**src/rtl/pipe_shifter_pkg.sv**
```systemverilog
// Shared definitions for pipe_shifter: opcode encoding, shift-amount width and
// helpers that spread the barrel levels over the register stages.
package pipe_shifter_pkg;

    localparam int SH_AMT_W = 32;

    typedef enum logic [1:0] {
        SH_OP_SRL = 2'b00,
        SH_OP_SLL = 2'b01,
        SH_OP_SRA = 2'b10,
        SH_OP_ROL = 2'b11
    } shOpT;

    // Earlier stages absorb the remainder when levels do not divide evenly.
    function automatic int grpStart(input int g, input int levels, input int stages);
        int base;
        int extra;
        base  = levels / stages;
        extra = levels % stages;
        return g * base + ((g < extra) ? g : extra);
    endfunction

    function automatic int grpCount(input int g, input int levels, input int stages);
        return levels / stages + ((g < levels % stages) ? 1 : 0);
    endfunction

endpackage

```
**src/rtl/pipe_shifter_shift_level.sv**
```systemverilog
// One barrel-shifter level: shifts by the fixed distance DIST when enabled.
// With SHIFT_CARRY_OUT_EN it also offers the last bit this level would push out.
module pipe_shifter_shift_level
    import pipe_shifter_pkg::*;
#(
    parameter int WIDTH = 32,
    parameter int DIST  = 1
) (
    input  logic [WIDTH-1:0] data_i,
    input  logic [1:0]       op_i,
    input  logic             en_i,
`ifdef SHIFT_CARRY_OUT_EN
    output logic             carry_o,
`endif
    output logic [WIDTH-1:0] data_o
);

    always_comb begin
        data_o = data_i;
        if (en_i) begin
            case (op_i)
                SH_OP_SRL: data_o = data_i >> DIST;
                SH_OP_SLL: data_o = data_i << DIST;
                SH_OP_SRA: data_o = WIDTH'($signed(data_i) >>> DIST);
                default:   data_o = (data_i << DIST) | (data_i >> (WIDTH - DIST));
            endcase
        end
    end

`ifdef SHIFT_CARRY_OUT_EN
    // Rotates never lose a bit, so they offer no candidate.
    always_comb begin
        case (op_i)
            SH_OP_SLL: carry_o = data_i[WIDTH-DIST];
            SH_OP_ROL: carry_o = 1'b0;
            default:   carry_o = data_i[DIST-1];
        endcase
    end
`endif

endmodule

```
**src/rtl/pipe_shifter.sv**
```systemverilog
// Pipelined barrel shifter (SRL/SLL/SRA/ROL) with valid/ready on both sides.
// Define SHIFT_CARRY_OUT_EN to add the out_cout_o carry-out port.
module pipe_shifter
    import pipe_shifter_pkg::*;
#(
    parameter int WIDTH       = 32,
    parameter int PIPE_STAGES = 2
) (
    input  logic                clk,
    input  logic                rst_n,
    input  logic                in_valid_i,
    output logic                in_ready_o,
    input  logic [WIDTH-1:0]    in_d_i,
    input  logic [SH_AMT_W-1:0] in_s_i,
    input  logic [1:0]          in_op_i,
    output logic                out_valid_o,
    input  logic                out_ready_i,
`ifdef SHIFT_CARRY_OUT_EN
    output logic                out_cout_o,
`endif
    output logic [WIDTH-1:0]    out_y_o
);

    localparam int LG = $clog2(WIDTH);

    logic adv;

    assign adv        = ~out_valid_o | out_ready_i;
    assign in_ready_o = adv;

    for (genvar g = 0; g < PIPE_STAGES; g++) begin : stg
        localparam int FIRST = grpStart(g, LG, PIPE_STAGES);
        localparam int CNT   = grpCount(g, LG, PIPE_STAGES);

        logic              srcValid;
        logic [WIDTH-1:0]  srcData;
        logic [1:0]        srcOp;
        logic [LG-1:FIRST] srcAmt;
        logic              srcSat;
        logic              srcFill;
        logic [WIDTH-1:0]  lvlData [CNT+1];
`ifdef SHIFT_CARRY_OUT_EN
        logic              srcCarry;
        logic              srcSatC;
        logic              srcZero;
        logic              lvlCarry [CNT+1];
`endif

        if (g == 0) begin : head
            // Saturation is judged on the full amount; the levels only see the low bits.
            assign srcValid = in_valid_i;
            assign srcData  = in_d_i;
            assign srcOp    = in_op_i;
            assign srcAmt   = in_s_i[LG-1:0];
            assign srcSat   = (|in_s_i[SH_AMT_W-1:LG]) && (in_op_i != SH_OP_ROL);
            assign srcFill  = (in_op_i == SH_OP_SRA) && in_d_i[WIDTH-1];
`ifdef SHIFT_CARRY_OUT_EN
            logic exact;
            assign exact    = (in_s_i == SH_AMT_W'(WIDTH));
            assign srcCarry = 1'b0;
            assign srcZero  = (in_s_i == '0);
            always_comb begin
                case (in_op_i)
                    SH_OP_SRA: srcSatC = in_d_i[WIDTH-1];
                    SH_OP_SRL: srcSatC = exact & in_d_i[WIDTH-1];
                    SH_OP_SLL: srcSatC = exact & in_d_i[0];
                    default:   srcSatC = 1'b0;
                endcase
            end
`endif
        end else begin : body
            assign srcValid = stg[g-1].mid.valid_q;
            assign srcData  = stg[g-1].mid.data_q;
            assign srcOp    = stg[g-1].mid.op_q;
            assign srcAmt   = stg[g-1].mid.amt_q;
            assign srcSat   = stg[g-1].mid.sat_q;
            assign srcFill  = stg[g-1].mid.fill_q;
`ifdef SHIFT_CARRY_OUT_EN
            assign srcCarry = stg[g-1].mid.carry_q;
            assign srcSatC  = stg[g-1].mid.satc_q;
            assign srcZero  = stg[g-1].mid.zero_q;
`endif
        end

        assign lvlData[0] = srcData;
`ifdef SHIFT_CARRY_OUT_EN
        assign lvlCarry[0] = srcCarry;
`endif

        for (genvar j = 0; j < CNT; j++) begin : lvl
`ifdef SHIFT_CARRY_OUT_EN
            logic cand;
`endif
            pipe_shifter_shift_level #(
                .WIDTH (WIDTH),
                .DIST  (1 << (FIRST + j))
            ) u_level (
                .data_i  (lvlData[j]),
                .op_i    (srcOp),
                .en_i    (srcAmt[FIRST+j]),
`ifdef SHIFT_CARRY_OUT_EN
                .carry_o (cand),
`endif
                .data_o  (lvlData[j+1])
            );
`ifdef SHIFT_CARRY_OUT_EN
            // The last enabled level is the one that pushed out the final bit.
            assign lvlCarry[j+1] = srcAmt[FIRST+j] ? cand : lvlCarry[j];
`endif
        end

        if (g < PIPE_STAGES - 1) begin : mid
            localparam int NEXT = FIRST + CNT;
            logic             valid_q;
            logic [WIDTH-1:0] data_q;
            logic [1:0]       op_q;
            logic [LG-1:NEXT] amt_q;
            logic             sat_q;
            logic             fill_q;
`ifdef SHIFT_CARRY_OUT_EN
            logic             carry_q;
            logic             satc_q;
            logic             zero_q;
`endif

            always_ff @(posedge clk or negedge rst_n) begin
                if (!rst_n) begin
                    valid_q <= 1'b0;
                    data_q  <= '0;
                    op_q    <= '0;
                    amt_q   <= '0;
                    sat_q   <= 1'b0;
                    fill_q  <= 1'b0;
`ifdef SHIFT_CARRY_OUT_EN
                    carry_q <= 1'b0;
                    satc_q  <= 1'b0;
                    zero_q  <= 1'b0;
`endif
                end else if (adv) begin
                    valid_q <= srcValid;
                    data_q  <= lvlData[CNT];
                    op_q    <= srcOp;
                    amt_q   <= srcAmt[LG-1:NEXT];
                    sat_q   <= srcSat;
                    fill_q  <= srcFill;
`ifdef SHIFT_CARRY_OUT_EN
                    carry_q <= lvlCarry[CNT];
                    satc_q  <= srcSatC;
                    zero_q  <= srcZero;
`endif
                end
            end
        end else begin : fin
            logic             valid_q;
            logic [WIDTH-1:0] y_d;
            logic [WIDTH-1:0] y_q;
`ifdef SHIFT_CARRY_OUT_EN
            logic             cout_d;
            logic             cout_q;
`endif

            always_comb begin
                y_d = srcSat ? {WIDTH{srcFill}} : lvlData[CNT];
            end

`ifdef SHIFT_CARRY_OUT_EN
            always_comb begin
                cout_d = lvlCarry[CNT];
                if (srcZero) begin
                    cout_d = 1'b0;
                end else if (srcOp == SH_OP_ROL) begin
                    cout_d = y_d[0];
                end else if (srcSat) begin
                    cout_d = srcSatC;
                end
            end
`endif

            always_ff @(posedge clk or negedge rst_n) begin
                if (!rst_n) begin
                    valid_q <= 1'b0;
                    y_q     <= '0;
`ifdef SHIFT_CARRY_OUT_EN
                    cout_q  <= 1'b0;
`endif
                end else if (adv) begin
                    valid_q <= srcValid;
                    y_q     <= y_d;
`ifdef SHIFT_CARRY_OUT_EN
                    cout_q  <= cout_d;
`endif
                end
            end
        end
    end

    assign out_valid_o = stg[PIPE_STAGES-1].fin.valid_q;
    assign out_y_o     = stg[PIPE_STAGES-1].fin.y_q;
`ifdef SHIFT_CARRY_OUT_EN
    assign out_cout_o  = stg[PIPE_STAGES-1].fin.cout_q;
`endif

endmodule

```
**config.mk**
```make
export PLATFORM = sky130hd
export DESIGN_NAME = pipe_shifter
export DESIGN_NICKNAME = d
export VERILOG_FILES = /design/src/rtl/pipe_shifter_pkg.sv /design/src/rtl/pipe_shifter_shift_level.sv /design/src/rtl/pipe_shifter.sv
export SDC_FILE = /design/constraint.sdc
export NUM_CORES = 1
export LEC_CHECK = 0
export BUFFER_PORTS_ARGS = -buffer_cell sky130_fd_sc_hd__buf_2
export CAP_MARGIN = 20
export CORE_MARGIN = 2
export CORE_UTILIZATION = 30
export DETAILED_ROUTE_END_ITERATION = 8
export PLACE_DENSITY_LB_ADDON = 0.15
export SYNTH_ARGS = -nofsm -noshare
export SYNTH_HDL_FRONTEND = slang
export SYNTH_SLANG_ARGS = --single-unit
```
**constraint.sdc**
```tcl
create_clock -name clk -period 2.09 [get_ports clk]
set_clock_uncertainty 0.05 [all_clocks]
set_input_delay 0.209 -clock clk [delete_from_list [all_inputs] [get_ports clk]]
set_output_delay 0.209 -clock clk [all_outputs]
set_load 0.01 [all_outputs]
```
==> summary.txt <==
Max Slew Vio Count: 0
Root Driver: clkbuf_16
wire per inst: 20.7 um
Yosys Warn Count: 0
HPWL after DPL: 19300 um
delay of the slowest critical-path stage: 0.47 ns
Yosys cell types: 65
Seq pwr share: 0.333
synth cell count leaders: 97 x nor2_1, 90 x a21oi_1, 75 x nand2_1
most common cell in the synthesized netlist: nor2_1
period utilization: 0.943
Detailed Routing Iterations Pass 1: 5
Post-synth EDFFs: 0
# fillers: 2319
# nets final: 986
area of the core: 0.0216 mm^2
Yosys top cell by area: dfrtp_1
worst-path fanout max: 17
Die Ht: 152 um
max_cap viols: 0
final setup vio count: 0
Critical Path Source Type: flop
first-pass GRT wire length: 39000 um
Lkg Pwr: 3.41 nW
Internal Dissipation: 3.76 mW
Rows: 54
Tightest Pin Transition: 0.741 ns
die width: 152 um
Cells after Synth: 820
Fin. Hold Viols: 0
Critical Path AT: 2.12 ns
CTS H-tree depth: 3
Worst Setup End Kind: flop
share of layout cells above drive strength 1: 0.238
Seq/Total Area, Yosys: 0.276
status: completed
vias per cell: 5.67
crit path cell chain: nor2b_2 > inv_2 > buf_12 > nand2_1 > a221oi_1 > nor3_1
Crit Path Class: flop to flop
Max Freq: 507 MHz
Post-synth top flop: dfrtp_1
worst hold-check path type: input pin to flop
largest net degree at the start of global routing: 57
Sw Ratio: 0.373
latest clock arrival within the worst-skew pair: 0.33 ns
remaining global-route overflow: 0
Post-Syn Area: 0.00654 mm^2
post-CTS setup buffer count: 0
Seq cells post-synth: 72
switching power: 2.23 mW
Worst IR Drop VDD: 370 uV
Synthesized Nets: 890
Top delay family on crit path: simple AND/OR/NAND/NOR gates
GP Congestion: 0.941
fraction of registers with async set/reset: 1.00
Starting DRT DRC Count: 582
min cycle time layout: 1.97 ns
Pwr Total: 5.99 mW
Syn Area/Cell: 7.97 um^2
DRT antenna net count: 0
top post-synthesis cells by area: dfrtp_1 28%, mux2i_1 10%, a21oi_1 6.9%
Relative slew margins: 0.506
CTS tree: built
antenna cells: 0
via count: 6808
CP Buf/Inv Count: 2
post-synth top area share: 0.276
post-route setup TNS: 0 ns
Core Util, Final: 0.365
Clock Tree Buf Depth: 2
Comb pwr share: 0.383
Ports: 104
vias in the first global route: 6582
RSZ-0062 raised after global routing: false
initial core utilization: 0.302
CTS Sinks: 72
Area growth syn-to-layout: 20.7%
wirelength, routed: 24900 um
initial antenna violation count: 0
Clock transition at path regs: 0.05 ns
CP max stage cell: a221oi_1
GRT Overall Usage: 0.220
Worst EP required: 2.24 ns
CTS Buf Count: 9
die area: 0.0230 mm^2
I/O Buffers: 103
DRC viols: 0
Pwr Density: 759 mW/mm^2
Clock power frac: 0.284
## kinds of logic after synthesis
group | after synthesis | synth area share
AO/OA/AOI/OAI | 293 | 0.299
flip-flops | 72 | 0.276
buffers and inverters | 92 | 0.0788
AND/OR/NAND/NOR | 273 | 0.188
multiplexers | 90 | 0.159
## state kept, by name (all words and copies together), names as in the netlist
| signal | cells |
|---|---|
| stg.mid.amt_q | 2 |
| out_valid_o | 1 |
| stg.mid.sat_q | 1 |
| stg.mid.op_q | 2 |
| stg.mid.valid_q | 1 |
| stg.mid.data_q | 32 |
| out_y_o | 32 |
| stg.mid.fill_q | 1 |
## layout by cell type, fill, tap and decap left out, drive strengths merged, types with 7 or more instances in the layout
| cell | n |
|---|---|
| nor3 | 35 |
| nor2 | 97 |
| o211ai | 18 |
| mux4 | 9 |
| inv | 7 |
| nand3 | 10 |
| a211o | 9 |
| dfrtp | 72 |
| mux2i | 68 |
| nor2b | 16 |
| a21oi | 91 |
| o21ai | 34 |
| clkbuf | 12 |
| nand2b | 15 |
| a211oi | 29 |
| mux2 | 13 |
| nand2 | 75 |
| a31oi | 22 |
| o22ai | 20 |
| buf | 168 |
| a221oi | 17 |
## metrics by stage
| step | instance area [um^2] | setup WS (ns) | std cells | hold slack, ns |
|---|---|---|---|---|
| after floorplan | 6540 | 0.435 | 820 | -0.137 |
| after global placement | 7540 | -0.128 | 1184 | 0.101 |
| after detailed placement | 7540 | -0.0217 | 1184 | 0.0930 |
| after CTS | 7890 | 0.102 | 1201 | 0.0241 |
| after global routing | 7900 | 0.00329 | 1201 | 0.0553 |
| final | 7900 | 0.119 | 1201 | 0.0309 |
## routing by layer
metal,wire length [um],vias up,global-route usage
li1,-,3288,-
met1,12000,3240,0.323
met2,11200,256,0.350
met3,1240,24,0.0180
met4,397,0,0.0556
met5,0,-,0
## cell type report
class / count / area [um^2] / share of cell area
Timing Repair Buffer: 169 / 1150 / 0.145
Sequential cell: 72 / 1800 / 0.229
Clock buffer: 12 / 256 / 0.0325
Multi-Input combinational cell: 656 / 4230 / 0.536
Tap cell: 280 / 350 / 0.0444
Inverter: 8 / 30.0 / 0.00380
Clock inverter: 4 / 76.3 / 0.00967
## tightest hold or removal path: stages
cell and delay [ns]:
buf_2 0.08, nand2_1 0.04, nand2_1 0.05
## worst paths after layout
path / start / slack, ns / end / cells past startpoint
min in group asynchronous: rst_n / 0.28 / out_valid_o$_DFFE_PN0P_ / 2
worst max register to register: out_valid_o$_DFFE_PN0P_ / 0.12 / out_y_o[6]$_DFFE_PN0P_ / 6
worst max-delay path: out_valid_o$_DFFE_PN0P_ / 0.12 / out_y_o[6]$_DFFE_PN0P_ / 6
worst min register to register: stg[0].mid.valid_q$_DFFE_PN0P_ / 0.42 / stg[0].mid.valid_q$_DFFE_PN0P_ / 2
worst min-delay path: in_valid_i / 0.03 / stg[0].mid.valid_q$_DFFE_PN0P_ / 3
max in group asynchronous: rst_n / 1.14 / out_y_o[24]$_DFFE_PN0P_ / 3
## power groups by stage
stage / clock [mW] / combinational [mW] / sequential [mW]
2_1_floorplan: 0 / 1.39 / 1.99
3_3_place_gp: 0 / 2.28 / 2.03
3_5_place_dp: 0 / 2.27 / 2.03
4_1_cts: 1.73 / 2.28 / 2.01
5_1_grt: 1.80 / 2.54 / 2.05
6_report: 1.70 / 2.30 / 2.00
## what timing repair did
| action | in CTS | in global routing |
|---|---|---|
| hold endpoints to repair | 23 | 0 |
| hold buffers | 1 | 0 |
| setup endpoints to repair | 0 | 2 |
| gates resized for setup | 0 | 2 |
Power figures use the tool's default switching activity.
